### config.mk
export PLATFORM = sky130hd
export DESIGN_NAME = controlador_secuencia
export DESIGN_NICKNAME = d
export VERILOG_FILES = /design/src/rtl/controlador_pkg.sv /design/src/rtl/tabla_secuencia.sv /design/src/rtl/controlador_secuencia.sv
export SDC_FILE = /design/constraint.sdc
export NUM_CORES = 1
export LEC_CHECK = 0
export CAP_MARGIN = 20
export CORE_MARGIN = 1.5
export CORE_UTILIZATION = 35
export CTS_BUF_LIST = sky130_fd_sc_hd__clkbuf_8
export CTS_CLUSTER_SIZE = 25
export DETAILED_ROUTE_END_ITERATION = 12
export MAX_ROUTING_LAYER = met4
export SETUP_SLACK_MARGIN = 0.3
export SLEW_MARGIN = 15
export SYNTH_ARGS = -nofsm -noshare
export SYNTH_HDL_FRONTEND = slang
export SYNTH_SLANG_ARGS = --single-unit
### constraint.sdc
create_clock -name C -period 8.2 [get_ports C]
set_clock_uncertainty 0.05 [all_clocks]
set_input_delay 0.82 -clock C [delete_from_list [all_inputs] [get_ports C]]
set_output_delay 0.82 -clock C [all_outputs]
set_load 0.02 [all_outputs]
### src/rtl/controlador_pkg.sv
// controlador_pkg: shared types, default sizes and helpers for the
// programmable count-sequence controller.
//   stateT  - controller states (IDLE, RUN, PAUSE, DONE)
//   DEF_*   - default table depth, value width and pass-counter width
//   effLen  - effective sequence length derived from the LEN input
package controlador_pkg;

  typedef enum logic [1:0] {
    ST_IDLE  = 2'd0,
    ST_RUN   = 2'd1,
    ST_PAUSE = 2'd2,
    ST_DONE  = 2'd3
  } stateT;

  localparam int DEF_DEPTH = 8;
  localparam int DEF_WIDTH = 4;
  localparam int DEF_NW    = 4;

  // Out-of-range lengths (0 or above the table depth) fall back to the
  // full table, so a mis-programmed LEN still produces a usable sequence.
  function automatic int effLen(input int len, input int depth);
    if (len >= 1 && len <= depth) begin
      return len;
    end
    return depth;
  endfunction

endpackage

### src/rtl/tabla_secuencia.sv
// tabla_secuencia: DEPTH x WIDTH register file holding the count sequence.
//   clk  - clock
//   srst - synchronous clear of every entry
//   we   - write enable (already qualified by the controller state)
//   wa   - write address
//   wd   - write data
//   ra   - read address (combinational read)
//   rd   - read data
module tabla_secuencia #(
  parameter int DEPTH = 8,
  parameter int WIDTH = 4,
  parameter int AW    = 3
) (
  input  logic             clk,
  input  logic             srst,
  input  logic             we,
  input  logic [AW-1:0]    wa,
  input  logic [WIDTH-1:0] wd,
  input  logic [AW-1:0]    ra,
  output logic [WIDTH-1:0] rd
);

  logic [DEPTH-1:0][WIDTH-1:0] entries;

  // One register per entry; the read mux sits in front of the controller's
  // Q register, so a write and a read on the same edge see the old value.
  generate
    for (genvar gi = 0; gi < DEPTH; gi++) begin : gEntry
      logic [WIDTH-1:0] entryReg;

      always_ff @(posedge clk) begin
        if (srst) begin
          entryReg <= '0;
        end else if (we && (wa == AW'(gi))) begin
          entryReg <= wd;
        end
      end

      assign entries[gi] = entryReg;
    end
  endgenerate

  assign rd = entries[ra];

endmodule

### src/rtl/controlador_secuencia.sv
// controlador_secuencia: steps through a programmable table of count values,
// replacing hard-wired counter next-state logic.
//   C     - clock, rising edge
//   R     - synchronous active-high reset (also clears the table)
//   WE/WA/WD - table write port, accepted only in IDLE or DONE
//   LEN/NCYC/DIR - length, pass count (0 = endless) and direction,
//                  sampled only when a run is started
//   START/STOP/STEP - run control, priority STOP > START > STEP
//   Q/IDX - current count value and table index (registered)
//   TC    - Q shows the last entry of a pass
//   BUSY  - RUN or PAUSE;  DONE - run finished
//   WERR  - one-cycle pulse when a write is rejected
module controlador_secuencia
  import controlador_pkg::*;
#(
  parameter int DEPTH = DEF_DEPTH,
  parameter int WIDTH = DEF_WIDTH,
  parameter int AW    = 3,
  parameter int NW    = DEF_NW
) (
  input  logic             C,
  input  logic             R,
  input  logic             WE,
  input  logic [AW-1:0]    WA,
  input  logic [WIDTH-1:0] WD,
  input  logic [AW:0]      LEN,
  input  logic [NW-1:0]    NCYC,
  input  logic             DIR,
  input  logic             START,
  input  logic             STOP,
  input  logic             STEP,
  output logic [WIDTH-1:0] Q,
  output logic [AW-1:0]    IDX,
  output logic             TC,
  output logic             BUSY,
  output logic             DONE,
  output logic             WERR
);

  stateT            stateReg, stateNext;
  logic [AW-1:0]    idxReg, idxNext;
  logic [WIDTH-1:0] qReg;
  logic             tcReg, tcNext;
  logic [NW-1:0]    passReg, passNext;
  logic [AW:0]      lenReg, lenNext;
  logic [NW-1:0]    ncycReg, ncycNext;
  logic             dirReg, dirNext;
  logic             busyReg, doneReg, werrReg;

  logic             loadQ, clearQ;
  logic             doStart, doAdvance, doAbort;
  logic [WIDTH-1:0] tblRd;
  logic             tblWe;

  // Values that a START would latch, derived from the live inputs.
  logic [AW:0]      startLen;
  logic [AW-1:0]    startFirst, startLast;

  // Sequence bounds for the run in progress, from the latched settings.
  logic [AW-1:0]    firstIdx, lastIdx, stepIdx;
  logic [NW-1:0]    passInc;

  assign startLen   = (AW+1)'(effLen(int'(LEN), DEPTH));
  assign startFirst = DIR ? AW'(startLen - (AW+1)'(1)) : '0;
  assign startLast  = DIR ? '0 : AW'(startLen - (AW+1)'(1));

  assign firstIdx = dirReg ? AW'(lenReg - (AW+1)'(1)) : '0;
  assign lastIdx  = dirReg ? '0 : AW'(lenReg - (AW+1)'(1));
  assign stepIdx  = dirReg ? (idxReg - AW'(1)) : (idxReg + AW'(1));
  assign passInc  = passReg + NW'(1);

  // Writes are only safe while the table is not being traversed.
  assign tblWe = WE && ((stateReg == ST_IDLE) || (stateReg == ST_DONE));

  always_comb begin
    stateNext = stateReg;
    idxNext   = idxReg;
    tcNext    = tcReg;
    passNext  = passReg;
    lenNext   = lenReg;
    ncycNext  = ncycReg;
    dirNext   = dirReg;
    loadQ     = 1'b0;
    clearQ    = 1'b0;
    doStart   = 1'b0;
    doAdvance = 1'b0;
    doAbort   = 1'b0;

    case (stateReg)
      ST_IDLE: begin
        if (START) doStart = 1'b1;
      end
      ST_RUN: begin
        if (STOP) stateNext = ST_PAUSE;
        else      doAdvance = 1'b1;
      end
      ST_PAUSE: begin
        if (STOP)       doAbort   = 1'b1;
        else if (START) stateNext = ST_RUN;   // first advance on the next edge
        else if (STEP)  doAdvance = 1'b1;
      end
      ST_DONE: begin
        if (STOP)       doAbort = 1'b1;
        else if (START) doStart = 1'b1;
      end
      default: stateNext = ST_IDLE;
    endcase

    if (doStart) begin
      stateNext = ST_RUN;
      lenNext   = startLen;
      ncycNext  = NCYC;
      dirNext   = DIR;
      passNext  = '0;
      idxNext   = startFirst;
      tcNext    = (startFirst == startLast);
      loadQ     = 1'b1;
    end

    if (doAbort) begin
      stateNext = ST_IDLE;
      idxNext   = '0;
      tcNext    = 1'b0;
      clearQ    = 1'b1;
    end

    if (doAdvance) begin
      if (idxReg == lastIdx) begin
        if ((ncycReg != '0) && (passInc == ncycReg)) begin
          // Final pass finished: hold on the last entry, TC stays high.
          stateNext = ST_DONE;
        end else begin
          // Saturate so endless mode never wraps the counter.
          passNext = (&passReg) ? passReg : passInc;
          idxNext  = firstIdx;
          tcNext   = (firstIdx == lastIdx);
          loadQ    = 1'b1;
        end
      end else begin
        idxNext = stepIdx;
        tcNext  = (stepIdx == lastIdx);
        loadQ   = 1'b1;
      end
    end
  end

  // Reading at the next index lets Q and IDX update on the same edge.
  tabla_secuencia #(
    .DEPTH (DEPTH),
    .WIDTH (WIDTH),
    .AW    (AW)
  ) uTabla (
    .clk  (C),
    .srst (R),
    .we   (tblWe),
    .wa   (WA),
    .wd   (WD),
    .ra   (idxNext),
    .rd   (tblRd)
  );

  always_ff @(posedge C) begin
    if (R) begin
      stateReg <= ST_IDLE;
      idxReg   <= '0;
      qReg     <= '0;
      tcReg    <= 1'b0;
      passReg  <= '0;
      lenReg   <= '0;
      ncycReg  <= '0;
      dirReg   <= 1'b0;
      busyReg  <= 1'b0;
      doneReg  <= 1'b0;
      werrReg  <= 1'b0;
    end else begin
      stateReg <= stateNext;
      idxReg   <= idxNext;
      tcReg    <= tcNext;
      passReg  <= passNext;
      lenReg   <= lenNext;
      ncycReg  <= ncycNext;
      dirReg   <= dirNext;
      if (clearQ)     qReg <= '0;
      else if (loadQ) qReg <= tblRd;
      busyReg  <= (stateNext == ST_RUN) || (stateNext == ST_PAUSE);
      doneReg  <= (stateNext == ST_DONE);
      werrReg  <= WE && ((stateReg == ST_RUN) || (stateReg == ST_PAUSE));
    end
  end

  assign Q    = qReg;
  assign IDX  = idxReg;
  assign TC   = tcReg;
  assign BUSY = busyReg;
  assign DONE = doneReg;
  assign WERR = werrReg;

endmodule

Word-level counts from Yosys, hierarchy flattened
Cells that the tools add are included.

Add/sub/neg operators: 5. $lt $le $gt $ge: 3. Equal/unequal tests: 19. Muxes and demuxes: 49. Reductions and logical operators: 21.

Operators with widths (count): 2-to-1 mux 3 bit (12); 2-to-1 mux 4 bit (6); 2-to-1 mux 1 bit (19); 2-to-1 mux 2 bit (8); binary-select mux 4 bit (select 3 bit) (1); == test 3 bit (4); == test 3 bit (second input constant) (4); logical AND 1 bit (12); subtractor 3 x 1 -> 3 bit (second input constant) (3); == test 2 bit (second input constant) (4); == test 3 x 2 -> 1 bit (second input constant) (2); adder 4 x 1 -> 4 bit (second input constant) (1); == test 2 x 1 -> 1 bit (second input constant) (2); == test 4 bit (1); greater-or-equal comparator 4 x 1 -> 1 bit (second input constant) (1); <= comparator 4 bit (second input constant) (1); less-than comparator 3 x 4 -> 1 bit (second input constant) (1); inequality test 4 bit (second input constant) (1); case mux 1 bit (2 select lines) (2); case mux 2 bit (2 select lines) (1); AND reduction 4 bit (1); nonzero test 4 bit (1); OR reduction 2 bit (2); adder 3 x 1 -> 3 bit (second input constant) (1); other kinds (4) (6).

Bits in registers: 57. Input port bits: 22. Output and inout bits: 11. Word-level logic and storage cells: 116.

Logic depth before layout (Yosys ltp)
Gate-level depths: netlist of run 1.

Depth after elaboration: 13. Mapped depth: 12. Mapped depth without buffers: 10.

By module
Synthesis of run 1 repeated with hierarchy kept, for this count alone.

Cell total of the unflattened synthesis: 341. Area total of the unflattened synthesis: 3278.1 µm².

Modules (own cells, without submodules): controlador_secuencia (times used 1, cells each 209, area an instance 1769.2 µm², seq. area each 500.5 µm²); tabla_secuencia (times used 1, cells each 132, area an instance 1508.9 µm², seq. area each 640.6 µm²).

Worst setup path before layout of run 1
OpenSTA, ideal clock, no wires.

Kind: flip-flop to flip-flop. From: register lenReg[0]. To: register qReg[0], in the netlist Q[0]. Setup time: 112 ps. Arrival time: 3164 ps. Data required time: 8038 ps. Slack: 4874 ps. Cell stages (with the launch flop): 13. Path buffers: 2. Period minus slack after synthesis: 3326 ps. Path through: dfxtp_1 -> inv_1 -> ha_1 -> buf_6 -> or3b_4 -> a221oi_4 -> o211ai_4 -> o31ai_4 -> mux2i_1 -> buf_6 -> mux2i_1 -> mux2_2 -> a2111oi_1.

Word-level cells in the longest chain between the ends: 7. Elaborated cells between the ends (all ways): 11. Classes of those cells: add/sub (1); eq/ne (1); mux (9).

RTL lines: from (decl) (RTL line controlador_secuencia.sv:45) `logic [AW:0] lenReg, lenNext;`; from (signal assigned) (RTL line controlador_secuencia.sv:180) `lenReg <= lenNext;`; subtractor 3 x 1 -> 3 bit * (RTL line controlador_secuencia.sv:67, controlador_secuencia.sv:68); 2-to-1 mux 3 bit (on tied branches) (RTL line controlador_secuencia.sv:68, controlador_secuencia.sv:67); == test 3 bit or 2-to-1 mux 3 bit (tied branches) (RTL line controlador_secuencia.sv:128, controlador_secuencia.sv:129); 2-to-1 mux 3 bit (RTL line controlador_secuencia.sv:128) `if (idxReg == lastIdx) begin`; 2-to-1 mux 3 bit (RTL line controlador_secuencia.sv:127) `if (doAdvance) begin`; binary-select mux 4 bit (select 3 bit) (RTL line tabla_secuencia.sv:43) `assign rd = entries[ra];`; 2-to-1 mux 4 bit (implied by the code) (RTL line tabla_secuencia.sv:43); to (signal assigned) (RTL line controlador_secuencia.sv:184) `else if (loadQ) qReg <= tblRd;`; to (decl) (RTL line controlador_secuencia.sv:42) `logic [WIDTH-1:0] qReg;`.

Mark *: on every way between the ends. The rest lies on a longest branch, timed or not. The select of a mux whose other input is x is not followed. A chain may end at the register's enable or synchronous reset.

Worst setup path in the final report of run 1
Ends and elaborated chain as after synthesis.

==> results of run 1 <==
-- path summary, 6_finish.rpt --
check                                               to  cells after the start  slack (ns)
worst max-delay path                 Q[0]$_SDFFE_PP0P_                     10        4.18
worst min-delay path            lenReg[2]$_SDFFE_PP0N_                      2        0.43
worst max register to register       Q[0]$_SDFFE_PP0P_                     10        4.18
worst min register to register  lenReg[2]$_SDFFE_PP0N_                      2        0.43
-- kinds of logic (layout without fill, tap and decap cells) --
| logic type | after synthesis | in the layout | synth area share [%] |
|---|---|---|---|
| simple gates | 131 | 131 | 20.7 |
| flops | 57 | 57 | 36.2 |
| buf+inv | 26 | 54 | 3.85 |
| xor+xnor | 13 | 13 | 3.62 |
| mux | 48 | 48 | 15.6 |
| fa+ha+maj | 9 | 9 | 3.81 |
| compound gates | 67 | 67 | 16.2 |
-- final cells by class --
type	count	area, um^2	share of cell area, %
clock inverters	6	42.5	1.15
multi-input cells	268	1890	51.3
clock buffers	10	138	3.73
well taps	108	135	3.66
flip-flops and latches	57	1140	30.9
inverters	5	18.8	0.509
repair buffers	33	323	8.75
-- cells in the final DEF, fill, tap and decap left out, types with 5 or more instances in the layout --
cell type        synthesis  layout
a21oi_1                 16      16
xnor2_1                  7       7
inv_1                    5       5
nor2_1                  54      54
dfxtp_1                 57      57
nor2b_1                  6       6
mux2i_1                 43      42
ha_1                     8       8
nand3_1                 10      10
a21boi_0                 8       8
nand2b_1                 5       5
xor2_1                   6       6
a211oi_1                10      10
nand3b_1                 5       5
nor3_1                   6       6
nand2_1                 24      24
clkdlybuf4s50_1          0      31
o21ai_0                  9       9
clkbuf_8                 0      10
-- where the power goes --
part	total, mW	switching, mW	internal [mW]
registers	0.304	0.0135	0.291
clock network	0.239	0.121	0.118
logic	0.152	0.0849	0.0672
-- sequential cells by signal (all words and copies together), names as in the netlist --
name	flops
uTabla.gEntry.entryReg	32
Q	4
ncycReg	4
passReg	4
IDX	3
lenReg	3
stateReg	2
BUSY	1
DONE	1
TC	1
WERR	1
dirReg	1
-- per-layer routing --
layer  GRT usage [%]  vias up
met5               -        -
met3            3.08       11
met1            20.3     1226
met4            6.37        0
met2            25.7       48
li1                -     1290
-- worst max-delay path: stages (launching register included) --
cell and delay (ns):
dfxtp_1 0.40, inv_1 0.14, ha_1 0.45, or3b_4 0.44, a221oi_4 0.33, o211ai_4 0.14, o31ai_4 0.38, mux2i_2 0.74
mux2i_1 0.17, mux2_2 0.29, a2111oi_1 0.37
-- stage by stage --
stage	power [mW]	setup WS [ns]	cell area (um^2)	hold WS, ns	utilization [%]
floorplan	0.419	4.87	3150	0.399	-
global placement	0.461	4.09	3500	0.416	40.2
detailed placement	0.462	3.90	3500	0.426	40.2
CTS	0.703	3.88	3680	0.436	42.3
global route	0.732	3.84	3690	0.458	42.3
finish	0.695	4.18	3690	0.431	42.3
-- synth_stat cells (6+ instances only) --
cell	n	area share, %
a21boi_0	8	1.9
mux2i_1	43	14
a211oi_1	10	2.4
ha_1	8	3.2
nor3_1	6	0.95
nand2_1	24	2.9
xnor2_1	7	1.9
dfxtp_1	57	36
xor2_1	6	1.7
clkbuf_1	17	2.0
nand3_1	10	1.6
nor2b_1	6	1.2
nor2_1	54	6.4
o21ai_0	9	1.4
a21oi_1	16	2.5
==> flow_summary.yaml, run 1 <==
cells_and_area:
  synthToLayoutAreaGrowth_pct: 17.1
  drive_above_1_share_pct: 10.0
  nFillCells: 886
  final_cell_count_no_fill: 487
  nets: 405
  diodes: 0
detailed_routing:
  wl_met3_um: 223
  routedWlPerCell_um: 14.7
  num_vias: 2575
  dr.max_layer_used: "met4"
  drc: 0
  ant_nets: 0
  viasPerCell: 5.29
  dr.first_iter.drc_count: 124
  routed_wl_um: 7150
  first_pass_iters: 4
  met1_length_um: 3490
  wl_met2_um: 3320
sta:
  rsz0062_at_grt: "false"
  max_freq_ghz: 0.249
  finalCriticalPeriod_ns: 4.02
  setup_tns_ns: 0
  slew_violations: 0
  setup_viol: 0
  slew_headroom_pct: 37.4
  fin_crit_sh_pct: 49.0
  hold_viol: 0
  tightest_slew_ns: 0.939
clocking:
  clk_latency_ns: 0.33
  cts_hold_buf: 0
  cts_setup_buffers: 0
  root_buffer: "clkbuf_8"
  htreeDepth: 3
  cts.path.max_buffers: 2
  cts-resized-gates: 0
  tritoncts: "yes"
  cts_num_sinks: 57
  clk_pin_slew_ns: 0.07
  cts_made_buffers: 9
yosys:
  synth_warnings: 0
  syn_nets: 382
  synth_seq_cells: 57
  avgSynthCellArea_um2: 8.97
  postSynthCellCount: 351
  synthArstFlopShare_pct: 0
  ys_types: 57
  synthFlopType: "dfxtp_1"
  yosysSeqAreaShare_pct: 36.2
  synth_area_um2: 3150
  synth-edff-count: 0
floorplan:
  initial_core_util_pct: 36.1
  dieArea_um2: 9580
  fp.dieH_um: 97.9
  dieWidth_um: 97.9
  rows: 34
  pin_count: 33
  coreArea_um2: 8720
worst_setup_path:
  startpoint: "lenReg[0]$_SDFFE_PP0N_"
  critical_path_required_ns: 8.37
  regToRegStartpoint: "lenReg[0]$_SDFFE_PP0N_"
  path_max_fanout: 11
  start_kind: "register"
  worstPathArrival_ns: 4.19
  crit_type: "register to register"
  endpoint_kind: "register"
global_routing:
  overflow: 0
  grtUsageTotal_pct: 16.2
  grt_pass1_vias: 2484
  grt_start_max_net_pins: 55
  grt_pass1_wl_um: 12100
  antenna_found_initial: 0
min_path:
  worstHoldStart: "lenReg[2]$_SDFFE_PP0N_"
  min-delay-path-class: "register to register"
placement:
  place_congestion: 0.902
  dp_hpwl_um: 5210
  dpl.cell_count: 471
  port-buffer-count: 32
outcome:
  status: "finished, final reports clean"
pwr:
  cellLeakagePower_nw: 1.42
  ir_drop_mv: 0.0774
  power.density_nw_per_um2: 189
flow_run:
  maxCapViolCount: 0
(Power assumes the default switching activity.)
==> run 2: changes to the inputs <==
==> constraint.sdc (replaced) <==
create_clock -name C -period 4 [get_ports C]
set_clock_uncertainty 0.05 [all_clocks]
set_input_delay 0.4 -clock C [delete_from_list [all_inputs] [get_ports C]]
set_output_delay 0.4 -clock C [all_outputs]
set_load 0.02 [all_outputs]
==> run 2 against run 1 <==
- wire length grew 0.28%
- register-to-register slack lost 3.6 ns
- sequential share of layout area shrank 0.91 points
- sequential power grew 110%
- largest cell class unchanged
- clock-buffer cell count grew 1
- hold slack lost 0.0090 ns
- first-iteration DRC count grew 7.3%
- via count grew 0.19%
- combinational power grew 110%
- non-clock buffer count grew 4
==> flow_summary.yaml, run 2 (synthesis results as in run 1) <==
sta:
  setup_tns_ns: 0
  fin_crit_sh_pct: 86.6
  tightest_slew_ns: 0.964
  setup_viol: 0
  max_freq_ghz: 0.289
  slew_headroom_pct: 35.6
  finalCriticalPeriod_ns: 3.46
  slew_violations: 0
  rsz0062_at_grt: "false"
  hold_viol: 0
clocking:
  tritoncts: "yes"
  root_buffer: "clkbuf_8"
  htreeDepth: 3
  clk_pin_slew_ns: 0.06
  cts_hold_buf: 0
  cts.path.max_buffers: 2
  cts_made_buffers: 9
  cts_num_sinks: 57
  clk_latency_ns: 0.33
global_routing:
  grt_pass1_vias: 2419
  grt_pass1_wl_um: 11800
  grt_start_max_net_pins: 55
  grtUsageTotal_pct: 16.0
  antenna_found_initial: 0
  overflow: 0
cells_and_area:
  layout_common_cells: "dfxtp_1 (57), nor2_1 (54), mux2i_1 (43)"
  largest_reg_flops: 32
  final_common_cell: "dfxtp_1"
  drive_above_1_share_pct: 11.0
  final_cell_count_no_fill: 491
  post-route-util_pct: 43.6
  nets: 409
  multi_input_area_um2: 1890
  regArea_um2: 1140
  diodes: 0
  nFillCells: 842
  largest_register: "uTabla.gEntry.entryReg"
  synthToLayoutAreaGrowth_pct: 20.7
pwr:
  swShare_pct: 27.1
  cellLeakagePower_nw: 1.49
  clkPwrFrac_pct: 41.8
  power.density_nw_per_um2: 428
  p_int_mw: 1.19
  p_seq_share_pct: 38.4
  power.switching_uw: 440
  power_frac_comb_pct: 19.8
  ir_drop_mv: 0.253
worst_setup_path:
  worstPathArrival_ns: 3.65
  r2r-end: "Q[3]$_SDFFE_PP0P_"
  crit_type: "register to register"
  regToRegStartpoint: "lenReg[0]$_SDFFE_PP0N_"
  endpoint_kind: "register"
  path_max_fanout: 11
  critical_path_required_ns: 4.18
  r2r_slack_ns: 0.54
  start_kind: "register"
  reg2reg_depth: 11
flow_run:
  maxCapViolCount: 0
floorplan:
  rows: 34
  initial_core_util_pct: 36.1
  fp.dieH_um: 97.9
  dieArea_um2: 9580
  coreArea_um2: 8720
  pin_count: 33
  dieWidth_um: 97.9
detailed_routing:
  routedWlPerCell_um: 14.6
  num_vias: 2580
  first_pass_iters: 4
  dr.first_iter.drc_count: 133
  viasPerCell: 5.25
  drc: 0
  ant_nets: 0
  routed_wl_um: 7170
min_path:
  worstHoldStart: "lenReg[2]$_SDFFE_PP0N_"
  hold_depth: 2
  holdPathEnd: "lenReg[2]$_SDFFE_PP0N_"
  min-delay-path-class: "register to register"
outcome:
  status: "finished, final reports clean"
placement:
  place_congestion: 0.853
  dpl.cell_count: 473
  port-buffer-count: 32
  dp_hpwl_um: 5160
run 2: changes by cell type in the layout (fill, tap and decap cells not counted), moves of 2 or more:
| cell | previous run | this run |
|---|---|---|
| clkinvlp_4 | 2 | 0 |
| clkinv_2 | 2 | 0 |
| buf_4 | 1 | 4 |
| bufinv_16 | 0 | 3 |
run 2: layer usage:
metal / GRT usage [%] / wire length, um / part of all wire, % / up-vias
li1: - / - / - / 1295
met1: 20.3 / 3490 / 49 / 1209
met2: 24.2 / 3200 / 45 / 66
met3: 5.15 / 391 / 5.5 / 10
met4: 5.05 / 84 / 1.2 / 0
met5: - / 0 / 0 / -
run 2: layout make-up:
type	count	share of cell area [%]
repair buffers	37	9.38
inverters	5	0.494
multi-input cells	268	49.9
clock inverters	5	2.70
well taps	108	3.56
flip-flops and latches	57	30.0
clock buffers	11	3.98
run 2: how the worst max path moves through the flow:
stage / from / end / depth (start not counted)
after floorplan: lenReg[0]$_SDFFE_PP0N_ / Q[0]$_SDFFE_PP0P_ / 12
after global placement: lenReg[0]$_SDFFE_PP0N_ / Q[0]$_SDFFE_PP0P_ / 11
after detailed placement: lenReg[0]$_SDFFE_PP0N_ / Q[2]$_SDFFE_PP0P_ / 11
after CTS: lenReg[0]$_SDFFE_PP0N_ / Q[3]$_SDFFE_PP0P_ / 11
after global routing: lenReg[0]$_SDFFE_PP0N_ / Q[0]$_SDFFE_PP0P_ / 11
final: lenReg[0]$_SDFFE_PP0N_ / Q[3]$_SDFFE_PP0P_ / 11
run 2: what timing repair did:
item | in CTS | in global routing
resized for setup | 0 | 3
setup endpoints to repair | 0 | 4
setup buffers | 0 | 2
run 2: power by group through the flow:
stage	clock network [mW]	registers (mW)	logic (mW)
finish	0.680	0.625	0.322
CTS	0.696	0.625	0.318
global placement	0	0.637	0.311
detailed placement	0	0.637	0.316
global route	0.724	0.628	0.351
floorplan	0	0.642	0.216
run 2: per-stage QoR:
step	setup WS (ns)	hold WS, ns	power, mW	area, um^2
finish	0.536	0.422	1.63	3800
global route	0.302	0.446	1.70	3800
CTS	0.384	0.429	1.64	3770
detailed placement	0.395	0.420	0.953	3520
global placement	0.538	0.417	0.949	3520
floorplan	0.674	0.399	0.858	3150
run 2: worst max-delay path, stage by stage (launching register included):
cell       delay (ns)
dfxtp_1          0.40
inv_1            0.14
ha_2             0.38
or3b_4           0.41
a221oi_4         0.33
o211ai_4         0.14
o31ai_4          0.34
mux2i_1          0.26
buf_6            0.19
mux2i_1          0.09
mux2_2           0.27
a2111oi_2        0.35
